## src/rtl/cnn_loop_ctrl.sv

```systemverilog
// Loop-nest sequencer for the Loop_cnn convolution datapath: walks output pixels and
// kernel taps, drives MAC clear/enable/last and buffer addresses, then writes each result.
module cnn_loop_ctrl #(
    parameter int IFM_W   = 6,
    parameter int K       = 3,
    parameter int STRIDE  = 1,
    parameter int MAC_LAT = 2,
    parameter int IFM_AW  = 6,
    parameter int WGT_AW  = 4,
    parameter int OFM_AW  = 4
) (
    input  logic              clk,
    input  logic              rst,
    input  logic              start,
    input  logic              dp_ready,
    output logic              busy,
    output logic              done,
    output logic              mac_clr,
    output logic              mac_en,
    output logic              mac_last,
    output logic [IFM_AW-1:0] ifm_addr,
    output logic [WGT_AW-1:0] wgt_addr,
    output logic              ofm_wr,
    output logic [OFM_AW-1:0] ofm_addr,
    output logic [2:0]        state_dbg
);

    localparam int OFM_W = (IFM_W - K) / STRIDE + 1;
    localparam int OW    = $clog2(OFM_W + 1);
    localparam int KW    = $clog2(K + 1);
    localparam int DW    = $clog2(MAC_LAT + 2);

    localparam logic [OW-1:0] O_MAX     = OW'(OFM_W - 1);
    localparam logic [KW-1:0] K_MAX     = KW'(K - 1);
    localparam logic [DW-1:0] DRAIN_MAX = DW'((MAC_LAT > 0) ? MAC_LAT - 1 : 0);

    typedef enum logic [2:0] {
        IDLE  = 3'd0,
        CLR   = 3'd1,
        MAC   = 3'd2,
        DRAIN = 3'd3,
        WRITE = 3'd4,
        DONE  = 3'd5
    } state_t;

    state_t          state;
    logic [OW-1:0]   ox;
    logic [OW-1:0]   oy;
    logic [KW-1:0]   kx;
    logic [KW-1:0]   ky;
    logic [DW-1:0]   drain;

    logic [IFM_AW-1:0] ifm_tap;
    logic [WGT_AW-1:0] wgt_tap;
    logic [OFM_AW-1:0] ofm_pix;
    logic              tap_last;
    logic              pix_last;

    // kx/ky always name the next tap still to be issued for the current pixel.
    always_comb begin
        ifm_tap  = (IFM_AW'(oy) * IFM_AW'(STRIDE) + IFM_AW'(ky)) * IFM_AW'(IFM_W)
                   + IFM_AW'(ox) * IFM_AW'(STRIDE) + IFM_AW'(kx);
        wgt_tap  = WGT_AW'(ky) * WGT_AW'(K) + WGT_AW'(kx);
        ofm_pix  = OFM_AW'(oy) * OFM_AW'(OFM_W) + OFM_AW'(ox);
        tap_last = (kx == K_MAX) && (ky == K_MAX);
        pix_last = (ox == O_MAX) && (oy == O_MAX);
    end

    assign state_dbg = state;

    // Handshake: dp_ready high at a clock edge grants one operand, which is presented
    // in the following cycle with mac_en=1; dp_ready low at the edge presents a bubble
    // (mac_en=0) and holds the tap counters and addresses unchanged.
    always_ff @(posedge clk) begin
        if (rst) begin
            state    <= IDLE;
            busy     <= 1'b0;
            done     <= 1'b0;
            mac_clr  <= 1'b0;
            mac_en   <= 1'b0;
            mac_last <= 1'b0;
            ifm_addr <= '0;
            wgt_addr <= '0;
            ofm_wr   <= 1'b0;
            ofm_addr <= '0;
            ox       <= '0;
            oy       <= '0;
            kx       <= '0;
            ky       <= '0;
            drain    <= '0;
        end else begin
            mac_clr  <= 1'b0;
            mac_en   <= 1'b0;
            mac_last <= 1'b0;
            ofm_wr   <= 1'b0;
            done     <= 1'b0;
            case (state)
                IDLE: begin
                    if (start) begin
                        state   <= CLR;
                        busy    <= 1'b1;
                        mac_clr <= 1'b1;
                        ox      <= '0;
                        oy      <= '0;
                        kx      <= '0;
                        ky      <= '0;
                    end
                end
                CLR, MAC: begin
                    if (state == MAC && mac_last) begin
                        drain <= '0;
                        if (MAC_LAT == 0) begin
                            state    <= WRITE;
                            ofm_wr   <= 1'b1;
                            ofm_addr <= ofm_pix;
                        end else begin
                            state <= DRAIN;
                        end
                    end else begin
                        state <= MAC;
                        if (dp_ready) begin
                            mac_en   <= 1'b1;
                            mac_last <= tap_last;
                            ifm_addr <= ifm_tap;
                            wgt_addr <= wgt_tap;
                            if (!tap_last) begin
                                if (kx == K_MAX) begin
                                    kx <= '0;
                                    ky <= ky + 1'b1;
                                end else begin
                                    kx <= kx + 1'b1;
                                end
                            end
                        end
                    end
                end
                DRAIN: begin
                    if (drain == DRAIN_MAX) begin
                        state    <= WRITE;
                        ofm_wr   <= 1'b1;
                        ofm_addr <= ofm_pix;
                    end else begin
                        drain <= drain + 1'b1;
                    end
                end
                WRITE: begin
                    if (pix_last) begin
                        state <= DONE;
                        done  <= 1'b1;
                        busy  <= 1'b0;
                    end else begin
                        if (ox == O_MAX) begin
                            ox <= '0;
                            oy <= oy + 1'b1;
                        end else begin
                            ox <= ox + 1'b1;
                        end
                        state   <= CLR;
                        mac_clr <= 1'b1;
                        kx      <= '0;
                        ky      <= '0;
                    end
                end
                DONE: begin
                    state <= IDLE;
                end
                default: begin
                    state <= IDLE;
                end
            endcase
        end
    end

endmodule

```

## config.mk

```make
export PLATFORM = sky130hd
export DESIGN_NAME = cnn_loop_ctrl
export DESIGN_NICKNAME = d
export VERILOG_FILES = /design/src/rtl/cnn_loop_ctrl.sv
export SDC_FILE = /design/constraint.sdc
export NUM_CORES = 1
export LEC_CHECK = 0
export CAP_MARGIN = 40
export CORE_MARGIN = 2
export CORE_UTILIZATION = 45
export CTS_BUF_LIST = sky130_fd_sc_hd__clkbuf_2
export DETAILED_ROUTE_END_ITERATION = 7
export PLACE_DENSITY = 0.66
export SYNTH_ARGS = -nofsm -noshare
export SYNTH_HDL_FRONTEND = slang
export SYNTH_SLANG_ARGS = --single-unit
```

## constraint.sdc

```tcl
create_clock -name clk -period 8.8 [get_ports clk]
set_clock_uncertainty 0.05 [all_clocks]
set_input_delay 2.64 -clock clk [delete_from_list [all_inputs] [get_ports clk]]
set_output_delay 2.64 -clock clk [all_outputs]
set_load 0.02 [all_outputs]
```

**Word-level counts from Yosys, hierarchy flattened**

Index checks and enable logic that the tools add are counted.

- Bits in registers: 35
- Word-level logic and storage cells: 109
- Output and inout bits: 23
- Bits of input ports: 4

- $add $sub $neg: 10
- Bitwise logic cells: 5
- Multiplexer cells: 36
- Reductions and logical operators: 21
- Multiply operators: 2
- Eq/ne operators: 20

Operators by type and width:

| kind | count |
|---|---|
| 2-to-1 mux 2 bit | 12 |
| 2-to-1 mux 3 bit | 8 |
| != test 2 bit (second input constant) | 11 |
| equality test 3 x 2 -> 1 bit (second input constant) | 4 |
| one-hot mux 2 bit (3 select lines) | 2 |
| one-hot mux 3 bit (2 select lines) | 2 |
| one-hot mux 3 bit (4 select lines) | 1 |
| AND reduction 3 bit | 4 |
| 2-to-1 mux 1 bit | 8 |
| AND reduction 7 bit | 1 |
| adder 2 x 1 -> 2 bit (second input constant) | 3 |
| adder 3 x 1 -> 3 bit (second input constant) | 2 |
| adder 6 x 2 -> 6 bit | 1 |
| adder 6 x 3 -> 6 bit | 1 |
| AND reduction 6 bit | 1 |
| OR reduction 2 bit | 3 |
| multiplier 4 x 2 -> 5 bit (second input constant) | 1 |
| inverter 1 bit | 5 |
| adder 3 x 2 -> 4 bit | 1 |
| adder 4 x 2 -> 4 bit | 1 |
| adder 4 x 3 -> 4 bit | 1 |
| equality test 2 bit (second input constant) | 2 |
| multiplier 2 x 2 -> 4 bit (second input constant) | 1 |
| one-hot mux 1 bit (2 select lines) | 2 |
| 12 further kinds | 16 |

**Logic depth before layout (Yosys ltp)**

- Depth after elaboration: 6
- Depth in mapped cells: 11
- Gate-level depth less buffers: 10

**Worst setup path after synthesis**

No wires, ideal clock.

- Path type: input to register
- Start point: in dp_ready
- End point: reg ifm_addr[1]
- Slack: 5.091 ns
- Library setup time: 0.128 ns
- Data required time: 8.622 ns
- Arrival: 3.532 ns
- Path buffers: 1
- Stages on the path: 4
- Path through: nor3b_2 > buf_2 > mux2i_1 > nor2_1

- Cells in the longest elaborated chain, start to end: 1

Ends and longest elaborated chain:

| item | line | source |
|---|---|---|
| start: declaration | 15 | `input logic dp_ready,` |
| AND reduction 3 bit (no source line) | -- |  |
| end signal: assignment | 124 | `ifm_addr <= ifm_tap;` |
| end: declaration | 21 | `output logic [IFM_AW-1:0] ifm_addr,` |

No other way between the ends.
A chain may end at the register's enable or synchronous reset.

**Final worst setup path**

- Start point: reg state[2] (netlist: state_dbg[2])
- End point: out state_dbg[2]

RTL lines:

| item | line | source |
|---|---|---|
| start: declaration | 46 | `state_t state;` |
| start signal: assignment | 76 | `state <= IDLE;` |
| start signal: assignment | 100 | `state <= CLR;` |
| start signal: assignment | 113 | `state <= WRITE;` |
| end: declaration | 25 | `output logic [2:0] state_dbg` |

No word-level cell between the ends.

==> results.md <==
- Status: completed
- Final Max Tran Viols: 0
- Routed WL: between 3000 and 4000 µm
- DRT iter0 DRCs: 83
- Post-synthesis mux area share: 4.98%
- Placed Area: 0.00229 mm²
- Initial core utilization: approximately 47%
- Area Overhead vs Synth: 16.0%
- Final Non-Filler Cells: between 300 and 400
- Post-CTS setup buffer count: 0
- Worst hold path class: flop to flop
- First-pass GRT wire length: about 6700 µm
- Synth Area in Adders: roughly 16%
- Slew headroom: between 60% and 70%
- Tcrit/Tclk final: between 50% and 60%
- Die height: roughly 70 µm
- Fin util: 54.0%
- Tot Pwr: roughly 310 µW
- Routed Antenna Nets: 0
- Setup crit start: state_dbg[2]
- VDD IR max: between 0.06 and 0.07 mV
- Most frequently used flop master after synthesis: dfxtp_1
- Worst Tran Pin Value: between 0.5 and 0.6 ns
- Internal reg-to-reg setup slack: roughly 5.5 ns
- Stages on worst setup path: 1
- Final TNS setup: 0 ns
- EDFF count, synth: 0
- Placed cell count: between 200 and 300
- Netlist cell types: 47
- Sequential-to-total area share from yosys stat: between 30% and 40%
- WHS Path Cells: 2
- Worst Path Max Fanout: 19
- WL/cell: approximately 12 µm
- Root Buffer: clkbuf_2
- Final net count: roughly 280
- Placeable Area: between 0.004 and 0.005 mm²
- Clock transition at path regs: about 0.17 ns
- CTS tree: built
- Delay-heaviest family, CP: flip-flops
- Synth Area in Simple Gates: 20.0%
- Hold violation count in the final report: 0
- Final worst slack: 4.33 ns
- Synth area leaders: dfxtp_1 35%, ha_1 11%, nor2_1 6.7%
- Synth Area in XOR/XNOR: under 10%
- Crit-path slowest cell: dfxtp_1
- Mapped cell area: around 0.0020 mm²
- Critical path's largest stage delay: between 0.7 and 0.8 ns
- Vias in the first global route: around 1500
- Unrepaired setup endpoints after global routing: false
- Most frequent cells in the layout: 36 x nor2_1, 35 x dfxtp_1, 26 x clkdlybuf4s50_1
- Detail Placement HPWL: around 2700 µm
- Reg-to-Reg Start: ky[0]
- I/O pin count: 27
- Crit path DAT: approximately 1.8 ns
- Grt ovf: 0
- Pwr dens: 134 mW/mm²
- Clock Tree Buf Depth: 2
- Final setup viols: 0
- Antenna Cells: 0
- Critical path class: flop to output pin
- Later-pin clock latency in the skew report: 0.37 ns
- Crit start category: flop
- CP Data Required Time: ~6 ns
- Vias per Instance: ~5.4
- CTS Sinks: 35
- Share of cells above drive strength 1: slightly below 7%
- Most common cell after layout, fill and taps aside: nor2_1
- Largest family of logic cells by synthesized area: simple AND/OR/NAND/NOR gates
- Critical path buffers and inverters: 1
- Die Width: 70.9 µm
- R2R Path End: ifm_addr[4]
- Hold slack: roughly 0.46 ns
- GP Congestion: roughly 0.8
- CP Cell Sequence: clkdlybuf4s50_1
- Pre-antenna DRT Iters: 4
- Avg Cell Area, Syn: 8.90 µm²
- Via count: roughly 1600
- CTS buffer count: 5
- Overall routing resource usage: 16.3%
- Site row count: 24
- Finished layout cell area: ~0.0023 mm²
- Residual DRC: 0
- #FFs+latches synth: 35
- PostCTS Resize Cnt: 0
- Post-synthesis compound-gate area fraction: approximately 16%
- Crit path time final: around 4.5 ns
- CP endpoint kind: output pin
- Buffers on Ports: 26
- Setup WS pre-CTS: ~4.6 ns
- Top-area cell type share of the netlist area: between 30% and 40%
- CP endpoint: state_dbg[2]
- Syn_nets: around 250
- Async SR Flop Fraction: 0%
- Max_cap viols: 0
- Leak: 0.956 nW
- Fmax: around 220 MHz
- CTS H-Tree Depth: 2
- DIE AREA: 0.00502 mm²
- Antenna violations before repair: 0
- Dominant cell type by area after synthesis: dfxtp_1
- # hold bufs at CTS: 0
- Synth Instances: around 230
- Synth Warn #: 0
- Largest net degree at the start of global routing: 35
- R2R depth: 10
[where the power goes]
part	internal, mW	switching (mW)	leakage (nW)
combinational	0.0300	0.0361	0.639
sequential	0.166	0.00898	0.284
clock	0.0217	0.0504	0.0330
total	0.218	0.0955	0.956
[synthesized netlist by cell type, drive strengths merged, types with 5 or more instances]
cell,n
inv,14
a21oi,16
nand2b,7
nor2,38
ha,17
mux2i,10
a211oi,6
fa,5
nor3,8
xnor2,5
clkbuf,8
dfxtp,35
o21ai,7
[flip-flops by register name, indices dropped and copies added, names as in the netlist]
register and count:
ofm_addr 4, done 1, wgt_addr 4, ofm_wr 1
mac_last 1, kx 2, ky 2, oy 3
drain 2, state_dbg 3, busy 1, ifm_addr 6
mac_clr 1, mac_en 1, ox 3
[cells by family after synthesis]
logic type / Yosys count
multiplexers: 10
flip-flops: 35
adder cells (fa/ha/maj): 22
XOR/XNOR: 6
AO/OA/AOI/OAI: 48
AND/OR/NAND/NOR: 79
buffers and inverters: 26
[cell type report]
type                            instances  area [µm²]
Multi-Input combinational cell        165        1200
Fill cell                             421        1990
Clock buffer                            7        35.0
Inverter                               14        52.6
Tap cell                               52        65.1
Timing Repair Buffer                   28         275
Clock inverter                          1        5.00
Sequential cell                        35         701
[per-layer routing]
layer	up-vias	track usage, %	wire length, µm	share of wire [%]
met5	-	0	0	0
met4	0	6.29	60	1.6
met3	6	3.42	81	2.2
met2	18	26.8	1770	48
met1	771	21.1	1810	49
li1	837	-	-	-
[worst reg2reg max path, cell delays in order, from the launching register on]
cell and delay, ns:
dfxtp_1 0.49, ha_1 0.30, fa_1 0.57, xnor2_1 0.24, xnor2_1 0.14, ha_1 0.22, nand2b_1 0.14, nor3_1 0.07
or2_0 0.23, or4_1 0.54, a311oi_2 0.26
[worst min path at each step]
stage,startpoint,end,slack (ns)
2_1_floorplan,drain[1],drain[1],0.44
3_3_place_gp,ofm_addr[3],ofm_addr[3],0.42
3_5_place_dp,ofm_addr[3],ofm_addr[3],0.43
4_1_cts,ifm_addr[5],ifm_addr[5],0.46
5_1_grt,ifm_addr[2],ifm_addr[2],0.50
6_report,ifm_addr[5],ifm_addr[5],0.46
No activity file was read; power rests on OpenSTA's default activity.
